**config.mk**
```make
export PLATFORM = sky130hd
export DESIGN_NAME = aes_dec_round_ctrl_flat
export DESIGN_NICKNAME = d
export VERILOG_FILES = /design/src/rtl/aes_dec_round_ctrl_if.sv /design/src/rtl/aes_dec_round_ctrl.sv /design/src/flat_wrapper.sv
export SDC_FILE = /design/constraint.sdc
export NUM_CORES = 1
export LEC_CHECK = 0
export CORE_UTILIZATION = 35
export DETAILED_ROUTE_END_ITERATION = 7
export PLACE_DENSITY = 0.6
export SLEW_MARGIN = 10
export SYNTH_ARGS = -nofsm -noshare
export SYNTH_HDL_FRONTEND = slang
export SYNTH_SLANG_ARGS = --single-unit
```
**constraint.sdc**
```tcl
create_clock -name clk -period 3.15 [get_ports clk]
set_input_delay 0.63 -clock clk [delete_from_list [all_inputs] [get_ports clk]]
set_output_delay 0.63 -clock clk [all_outputs]
set_load 0.05 [all_outputs]
```
**src/rtl/aes_dec_round_ctrl_if.sv**
```systemverilog
// ---------------------------------------------------------------------------
// aes_dec_round_ctrl_if
// Groups the handshake and datapath-control signals of the AES decryption
// round sequencer.
//   master : the sequencer (drives in_ready, sel, round_idx, dp_en,
//            inv_mix_en, busy, out_valid; receives key_valid, start, out_ready)
//   slave  : the surrounding source/sink/datapath (opposite directions)
// ---------------------------------------------------------------------------
interface aes_dec_round_ctrl_if #(
  parameter int IDX_W = 4
);
  logic             key_valid;
  logic             start;
  logic             in_ready;
  logic             sel;
  logic [IDX_W-1:0] round_idx;
  logic             dp_en;
  logic             inv_mix_en;
  logic             busy;
  logic             out_valid;
  logic             out_ready;

  modport master (
    input  key_valid, start, out_ready,
    output in_ready, sel, round_idx, dp_en, inv_mix_en, busy, out_valid
  );

  modport slave (
    output key_valid, start, out_ready,
    input  in_ready, sel, round_idx, dp_en, inv_mix_en, busy, out_valid
  );
endinterface

```
**src/rtl/aes_dec_round_ctrl.sv**
```systemverilog
// ---------------------------------------------------------------------------
// aes_dec_round_ctrl
// Round sequencer for an AES inverse-cipher datapath. For each accepted
// ciphertext it issues AddRoundKey(NR), NR-1 full inverse rounds (with
// InvMixColumns) using keys NR-1..1, and a final inverse round with key 0,
// then presents the plaintext with a valid/ready handshake.
// Ports:
//   clk, rst       : clock, synchronous active-high reset
//   bus (master)   : key_valid/start/in_ready toward the ciphertext source,
//                    out_valid/out_ready toward the plaintext sink,
//                    sel/round_idx/dp_en/inv_mix_en/busy toward the datapath
// Parameters:
//   NR    : number of AES rounds (10, 12 or 14)
//   IDX_W : round-key index width, 2**IDX_W > NR
// ---------------------------------------------------------------------------
module aes_dec_round_ctrl #(
  parameter int NR    = 10,
  parameter int IDX_W = 4
) (
  input  logic                   clk,
  input  logic                   rst,
  aes_dec_round_ctrl_if.master   bus
);

  if (!(NR == 10 || NR == 12 || NR == 14)) begin : g_bad_nr
    $error("aes_dec_round_ctrl: NR must be 10, 12 or 14");
  end
  if ((2 ** IDX_W) <= NR) begin : g_bad_idx_w
    $error("aes_dec_round_ctrl: IDX_W too narrow for NR");
  end

  localparam logic [IDX_W-1:0] NR_IDX  = IDX_W'(NR);
  localparam logic [IDX_W-1:0] IDX_ONE = IDX_W'(1);

  typedef enum logic [2:0] {
    S_IDLE,
    S_INIT,
    S_ROUND,
    S_FINAL,
    S_DONE
  } state_e;

  state_e           state_q, state_d;
  logic [IDX_W-1:0] cnt_q, cnt_d;

  logic             in_ready_c;
  logic             sel_c;
  logic [IDX_W-1:0] round_idx_c;
  logic             dp_en_c;
  logic             inv_mix_en_c;
  logic             busy_c;
  logic             out_valid_c;
  logic             accept;

  always_ff @(posedge clk) begin
    if (rst) begin
      state_q <= S_IDLE;
      cnt_q   <= '0;
    end else begin
      state_q <= state_d;
      cnt_q   <= cnt_d;
    end
  end

  // A new block is taken from IDLE, or straight out of DONE when the
  // current plaintext is being handed off in the same cycle.
  assign in_ready_c = bus.key_valid &&
                      ((state_q == S_IDLE) || ((state_q == S_DONE) && bus.out_ready));
  assign accept     = in_ready_c && bus.start;

  always_comb begin
    state_d      = state_q;
    cnt_d        = cnt_q;
    sel_c        = 1'b0;
    round_idx_c  = '0;
    dp_en_c      = 1'b0;
    inv_mix_en_c = 1'b0;
    busy_c       = 1'b0;
    out_valid_c  = 1'b0;

    unique case (state_q)
      S_IDLE: begin
        if (accept) begin
          state_d = S_INIT;
          cnt_d   = NR_IDX;
        end
      end

      S_INIT: begin
        dp_en_c     = 1'b1;
        round_idx_c = NR_IDX;
        busy_c      = 1'b1;
        state_d     = S_ROUND;
        cnt_d       = NR_IDX - IDX_ONE;
      end

      S_ROUND: begin
        sel_c        = 1'b1;
        dp_en_c      = 1'b1;
        inv_mix_en_c = 1'b1;
        round_idx_c  = cnt_q;
        busy_c       = 1'b1;
        // Round 1 is the last full round; key 0 belongs to FINAL, so the
        // counter stops here instead of wrapping.
        if (cnt_q == IDX_ONE) begin
          state_d = S_FINAL;
          cnt_d   = '0;
        end else begin
          cnt_d   = cnt_q - IDX_ONE;
        end
      end

      S_FINAL: begin
        sel_c   = 1'b1;
        dp_en_c = 1'b1;
        busy_c  = 1'b1;
        state_d = S_DONE;
      end

      S_DONE: begin
        // sel stays at feedback and dp_en low so the round register
        // holds the plaintext steady under backpressure.
        sel_c       = 1'b1;
        busy_c      = 1'b1;
        out_valid_c = 1'b1;
        if (bus.out_ready) begin
          if (accept) begin
            state_d = S_INIT;
            cnt_d   = NR_IDX;
          end else begin
            state_d = S_IDLE;
          end
        end
      end

      default: begin
        state_d = S_IDLE;
        cnt_d   = '0;
      end
    endcase
  end

  assign bus.in_ready   = in_ready_c;
  assign bus.sel        = sel_c;
  assign bus.round_idx  = round_idx_c;
  assign bus.dp_en      = dp_en_c;
  assign bus.inv_mix_en = inv_mix_en_c;
  assign bus.busy       = busy_c;
  assign bus.out_valid  = out_valid_c;

endmodule

```
**src/flat_wrapper.sv**
```systemverilog
// flat-port wrapper written by rule: the top's interface ports become plain ports
module aes_dec_round_ctrl_flat 
#(
  parameter int NR    = 10,
  parameter int IDX_W = 4
)
  (clk, rst, bus_key_valid, bus_start, bus_out_ready, bus_in_ready, bus_sel, bus_round_idx, bus_dp_en, bus_inv_mix_en, bus_busy, bus_out_valid);
  aes_dec_round_ctrl_if #(.IDX_W(IDX_W)) bus_i ();
  input  logic clk;
  input  logic rst;
  input wire logic [$bits(bus_i.key_valid)-1:0] bus_key_valid;
  input wire logic [$bits(bus_i.start)-1:0] bus_start;
  input wire logic [$bits(bus_i.out_ready)-1:0] bus_out_ready;
  output wire logic [$bits(bus_i.in_ready)-1:0] bus_in_ready;
  output wire logic [$bits(bus_i.sel)-1:0] bus_sel;
  output wire logic [$bits(bus_i.round_idx)-1:0] bus_round_idx;
  output wire logic [$bits(bus_i.dp_en)-1:0] bus_dp_en;
  output wire logic [$bits(bus_i.inv_mix_en)-1:0] bus_inv_mix_en;
  output wire logic [$bits(bus_i.busy)-1:0] bus_busy;
  output wire logic [$bits(bus_i.out_valid)-1:0] bus_out_valid;
  assign bus_i.key_valid = bus_key_valid;
  assign bus_i.start = bus_start;
  assign bus_i.out_ready = bus_out_ready;
  assign bus_in_ready = bus_i.in_ready;
  assign bus_sel = bus_i.sel;
  assign bus_round_idx = bus_i.round_idx;
  assign bus_dp_en = bus_i.dp_en;
  assign bus_inv_mix_en = bus_i.inv_mix_en;
  assign bus_busy = bus_i.busy;
  assign bus_out_valid = bus_i.out_valid;
  aes_dec_round_ctrl #(.NR(NR), .IDX_W(IDX_W)) u_core (.clk(clk), .rst(rst), .bus(bus_i));
endmodule
```
* Word level (Yosys, flattened, before mapping)
Index checks and enable logic that the tools add are counted.
Storage, ports and cells: bits of input ports 5, word-level logic and storage cells 37, flip-flop bits (word level) 7, output and inout bits 10
Cells by class: multiplexer cells 15, reductions and logical operators 10, eq/ne operators 8, $add $sub $neg 1, bitwise operators 1
Operators by type and width (number):
- 4-bit one-hot mux with 5 select lines | 1
- 3-bit one-hot mux with 5 select lines | 1
- 4-bit 2-to-1 mux | 3
- 3-bit 2-to-1 mux | 3
- 4-bit one-hot mux with 2 select lines | 1
- 3-bit by 2-bit == test with 1-bit output, second input constant | 2
- 1-bit 2-to-1 mux | 6
- 3-bit OR reduction | 2
- 4-bit by 1-bit == test with 1-bit output, second input constant | 1
- 2-bit by 1-bit inequality test with 1-bit output, second input constant | 2
- 4-bit OR reduction | 1
- 4-bit by 1-bit subtractor with 4-bit output, second input constant | 1
- 3-bit by 1-bit == test with 1-bit output, second input constant | 1
- 3-bit == test, second input constant | 1
- 1-bit logical AND | 3
- 3-bit zero test | 1
- 3-bit AND reduction | 1
- 2-bit inequality test, second input constant | 1
- 2-bit AND reduction | 1
- 1-bit logical OR | 1
- 1-bit NOT | 1

* Longest topological paths before layout
depth after elaboration 8, mapped depth 6, depth with buffers taken out 6

* Least setup slack after synthesis
Ideal clock, no wire load.
path kind register to output, from register u_core.state_q[2], to output bus_round_idx[0], arrival 1.646 ns, stages on the path, launching flop included 3, path slack 0.874 ns, cells stage by stage dfxtp_1 -> nor3b_2 -> and2_1
Between the ends: word-level cells in the longest chain between the ends 2
Ends and longest elaborated chain:
- start, declared | RTL line aes_dec_round_ctrl.sv:43 | state_e state_q, state_d;
- start signal, assigned | RTL line aes_dec_round_ctrl.sv:60 | state_q <= state_d;
- 3-bit by 2-bit == test with 1-bit output or 3-bit by 1-bit == test with 1-bit output (tied branches) | RTL line aes_dec_round_ctrl.sv:81 | unique case (state_q)
- 4-bit one-hot mux with 2 select lines * | RTL line aes_dec_round_ctrl.sv:81
- end, declared | RTL line flat_wrapper.sv:16 | output wire logic [$bits(bus_i.round_idx)-1:0] bus_round_idx;
Every way passes the cells marked *; elsewhere a longest branch is shown, timed or not.

* Worst setup path after layout
from register u_core.state_q[1], to output bus_round_idx[2]
Same word-level chain as after synthesis.

==> results.yml <==
yosys:
  synth-simple-area-share_pct: 32.3
  yosysWarningCount: 0
  synth_mux_area_share_pct: 2.18
  synth-xor-area-share_pct: 1.70
  ys_seq_elements: 7
  synth_top_cell_area_share_pct: 27.2
  synth-edff-count: 0
  syn-num-nets: 70
  post_synth_fa_ha_maj_area_fraction_pct: 4.85
  postSynthCellCount: 63
  synth_top_area_cell: "dfxtp_1"
  synth-compound-area-share_pct: 26.2
  synth_top_family_by_area: "simple AND/OR/NAND/NOR gates"
  avgSynthCellArea_um2: 8.18
  syn_area_um2: 515
  yosys_most_used_dff: "dfxtp_1"
  ys_async_sr_fraction_pct: 0
  ys_types: 30
  ys_seq_area_share_pct: 27.2
  synth_area_leaders: "dfxtp_1 (27%), a21oi_1 (11%), a311oi_4 (5.1%)"
cells_and_area:
  antenna_cells: 0
  seq_area_um2: 140
  fillers: 133
  final_cell_mix: "clkdlybuf4s50_1 (13), a21oi_1 (11), dfxtp_1 (7), nor2_1 (6)"
  final_common_cell: "clkdlybuf4s50_1"
  final_layout_size_suffix_gt1_share_pct: 16.7
  multi_input_area_um2: 347
  stdcell_area_um2: 681
  syn_to_final_growth_pct: 32.0
  finalNetCount: 86
floorplanning:
  rows: 13
  initial_core_util_pct: 38.6
  dieHeight_um: 40.4
  dieArea_mm2: 0.00163
  core_mm2: 0.00133
  ios: 15
  die_width_um: 40.4
setup_path:
  cp_data_arrival_time_ns: 2.09
  timing.rr.start: "u_core.state_q[2]"
  reg2reg_to: "u_core.cnt_q[2]"
  criticalPathCategory: "reg2out"
  slowest_delay_ns: 0.79
  cpMaxStageDelayCell: "clkdlybuf4s50_1"
  cp-start-kind: "flop"
  end_kind: "output pin"
  cp.required_ns: 2.52
  reg2reg_depth: 4
  path_max_fanout: 11
  crit_path_cell_trace: "nor3b_2 -> and2_1 -> clkdlybuf4s50_1"
  rrSetupSlack_ns: 1.49
pwr:
  p_seq_share_pct: 34.8
  ir_drop_mv: 0.185
  clkPwrFrac_pct: 25.3
  swShare_pct: 39.1
  p_leak_uw: 0.000254
  power_density_mw_per_mm2: 476
  switchingPower_uw: 127
  power.internal_uw: 197
  design_power_total_uw: 324
  combPwrFrac_pct: 40.0
worst_hold_path:
  hold_start: "u_core.cnt_q[3]"
  hp-class: "reg2reg"
  worstHoldEndpoint: "u_core.cnt_q[3]"
  hold_path_depth: 2
global_route:
  grt_antenna_before_repair: 0
  grt_usage_pct: 19.0
  grt_pass1_wl_um: 2040
  grt-ovfl-total: 0
  grt_max_degree: 17
  grt_pass1_vias: 458
clock_network:
  cts_tree: "done"
  cts.path.max_buffers: 2
  cts_buffers: 3
  htree_levels: 1
  clkTransAtPathRegs_ns: 0.05
  numClockSinks: 7
  cts_setup_buffers: 0
  clock_latency_ns: 0.25
  root_buffer: "clkbuf_4"
  hold_buffers: 0
  cts.repair.resized: 0
sta:
  finalSetupViolCount: 0
  max_slew_margin_pct: 63.9
  fmax_mhz: 367
  fin_crit_sh_pct: 86.5
  rsz0062_at_grt: "no"
  final.setup.tns_ns: 0
  fin_skew_ns: 0.00250
  final.min_clock_period_ns: 2.72
  tightest_slew_ns: 0.541
  hold_violations: 0
  final-max-slew-violation-count: 0
run_status:
  status: "complete, no violations"
detailed_routing:
  vias: 501
  wirelength_um: 1250
  wl_per_cell_um: 13.5
  drc: 0
  ant_nets: 0
  drt-initial-drc-count: 10
  dr.pass1.iters: 4
  avgViaCountPerCell: 5.39
placed_design:
  gp_congestion: 0.739
  dp_hpwl_um: 897
  place_area_um2: 654
  io_buffers: 14
run:
  max_cap_violations: 0
-- worst max-delay path, delay by kind of cell, from the launching register on --
kind / cells / cell delay (ns)
buffers and inverters: 1 / 0.79
DFF: 1 / 0.53
and+or+nand+nor: 2 / 0.52
-- stage by stage --
stage	setup WS, ns	std cells	utilization (%)	hold slack (ns)
after floorplan	0.874	63	-	0.468
after global placement	0.724	89	49.1	0.508
after detailed placement	0.718	89	49.1	0.518
after CTS	0.411	93	51.0	0.525
after global routing	0.248	93	51.0	0.564
final	0.426	93	51.0	0.522
-- state kept, by name, summed over array words and instances, names as in the netlist --
| name | flops |
|---|---|
| u_core.state_q | 3 |
| u_core.cnt_q | 4 |
-- cell families (layout without fill, tap and decap cells) --
| family | after synthesis | in the layout |
|---|---|---|
| xor gates and xnor gates | 1 | 1 |
| muxes | 1 | 1 |
| buffers and inverters | 6 | 21 |
| DFF | 7 | 7 |
| AOI/OAI and AO/OA | 19 | 19 |
| adders and majority gates | 2 | 2 |
| and+or+nand+nor | 27 | 27 |
-- how the worst max path moves through the flow --
| stage | slack (ns) | cells after the start | startpoint | end |
|---|---|---|---|---|
| after floorplan | 0.87 | 2 | u_core.state_q[2] | bus_round_idx[0] |
| after CTS | 0.41 | 3 | u_core.state_q[1] | bus_round_idx[2] |
| after global routing | 0.25 | 4 | u_core.state_q[1] | bus_round_idx[1] |
| after detailed placement | 0.72 | 4 | u_core.state_q[1] | bus_round_idx[1] |
| after global placement | 0.72 | 4 | u_core.state_q[1] | bus_round_idx[3] |
| final | 0.43 | 3 | u_core.state_q[1] | bus_round_idx[2] |
-- layout make-up --
cell class,instances,area share (%)
Tap cell,15,2.76
Inverter,3,1.65
Sequential cell,7,20.6
Multi-Input combinational cell,50,50.9
Clock buffer,4,3.86
Timing Repair Buffer,14,20.2
-- metal layers --
layer | GRT usage, % | wire length, µm
met1 | 24.9 | 579
met2 | 29.8 | 586
met3 | 3.89 | 75
met4 | 7.50 | 9
met5 | 0 | 0
-- Yosys cell counts, types with 2 or more instances --
master	number
a21oi_1	11
and2_1	3
buf_2	2
dfxtp_1	7
ha_1	2
inv_1	3
nand2_1	2
nor2_1	6
nor2b_1	2
nor3_1	3
o21ai_0	2
o21ai_1	2
-- power groups by stage --
stage / clock network, µW / registers [µW] / logic (µW)
after floorplan: 0 / 106 / 99.8
after global placement: 0 / 114 / 129
after detailed placement: 0 / 114 / 128
after CTS: 85.4 / 113 / 130
after global routing: 90.3 / 115 / 141
final: 81.8 / 113 / 129
Note: power is estimated with default switching activity, not from simulation.
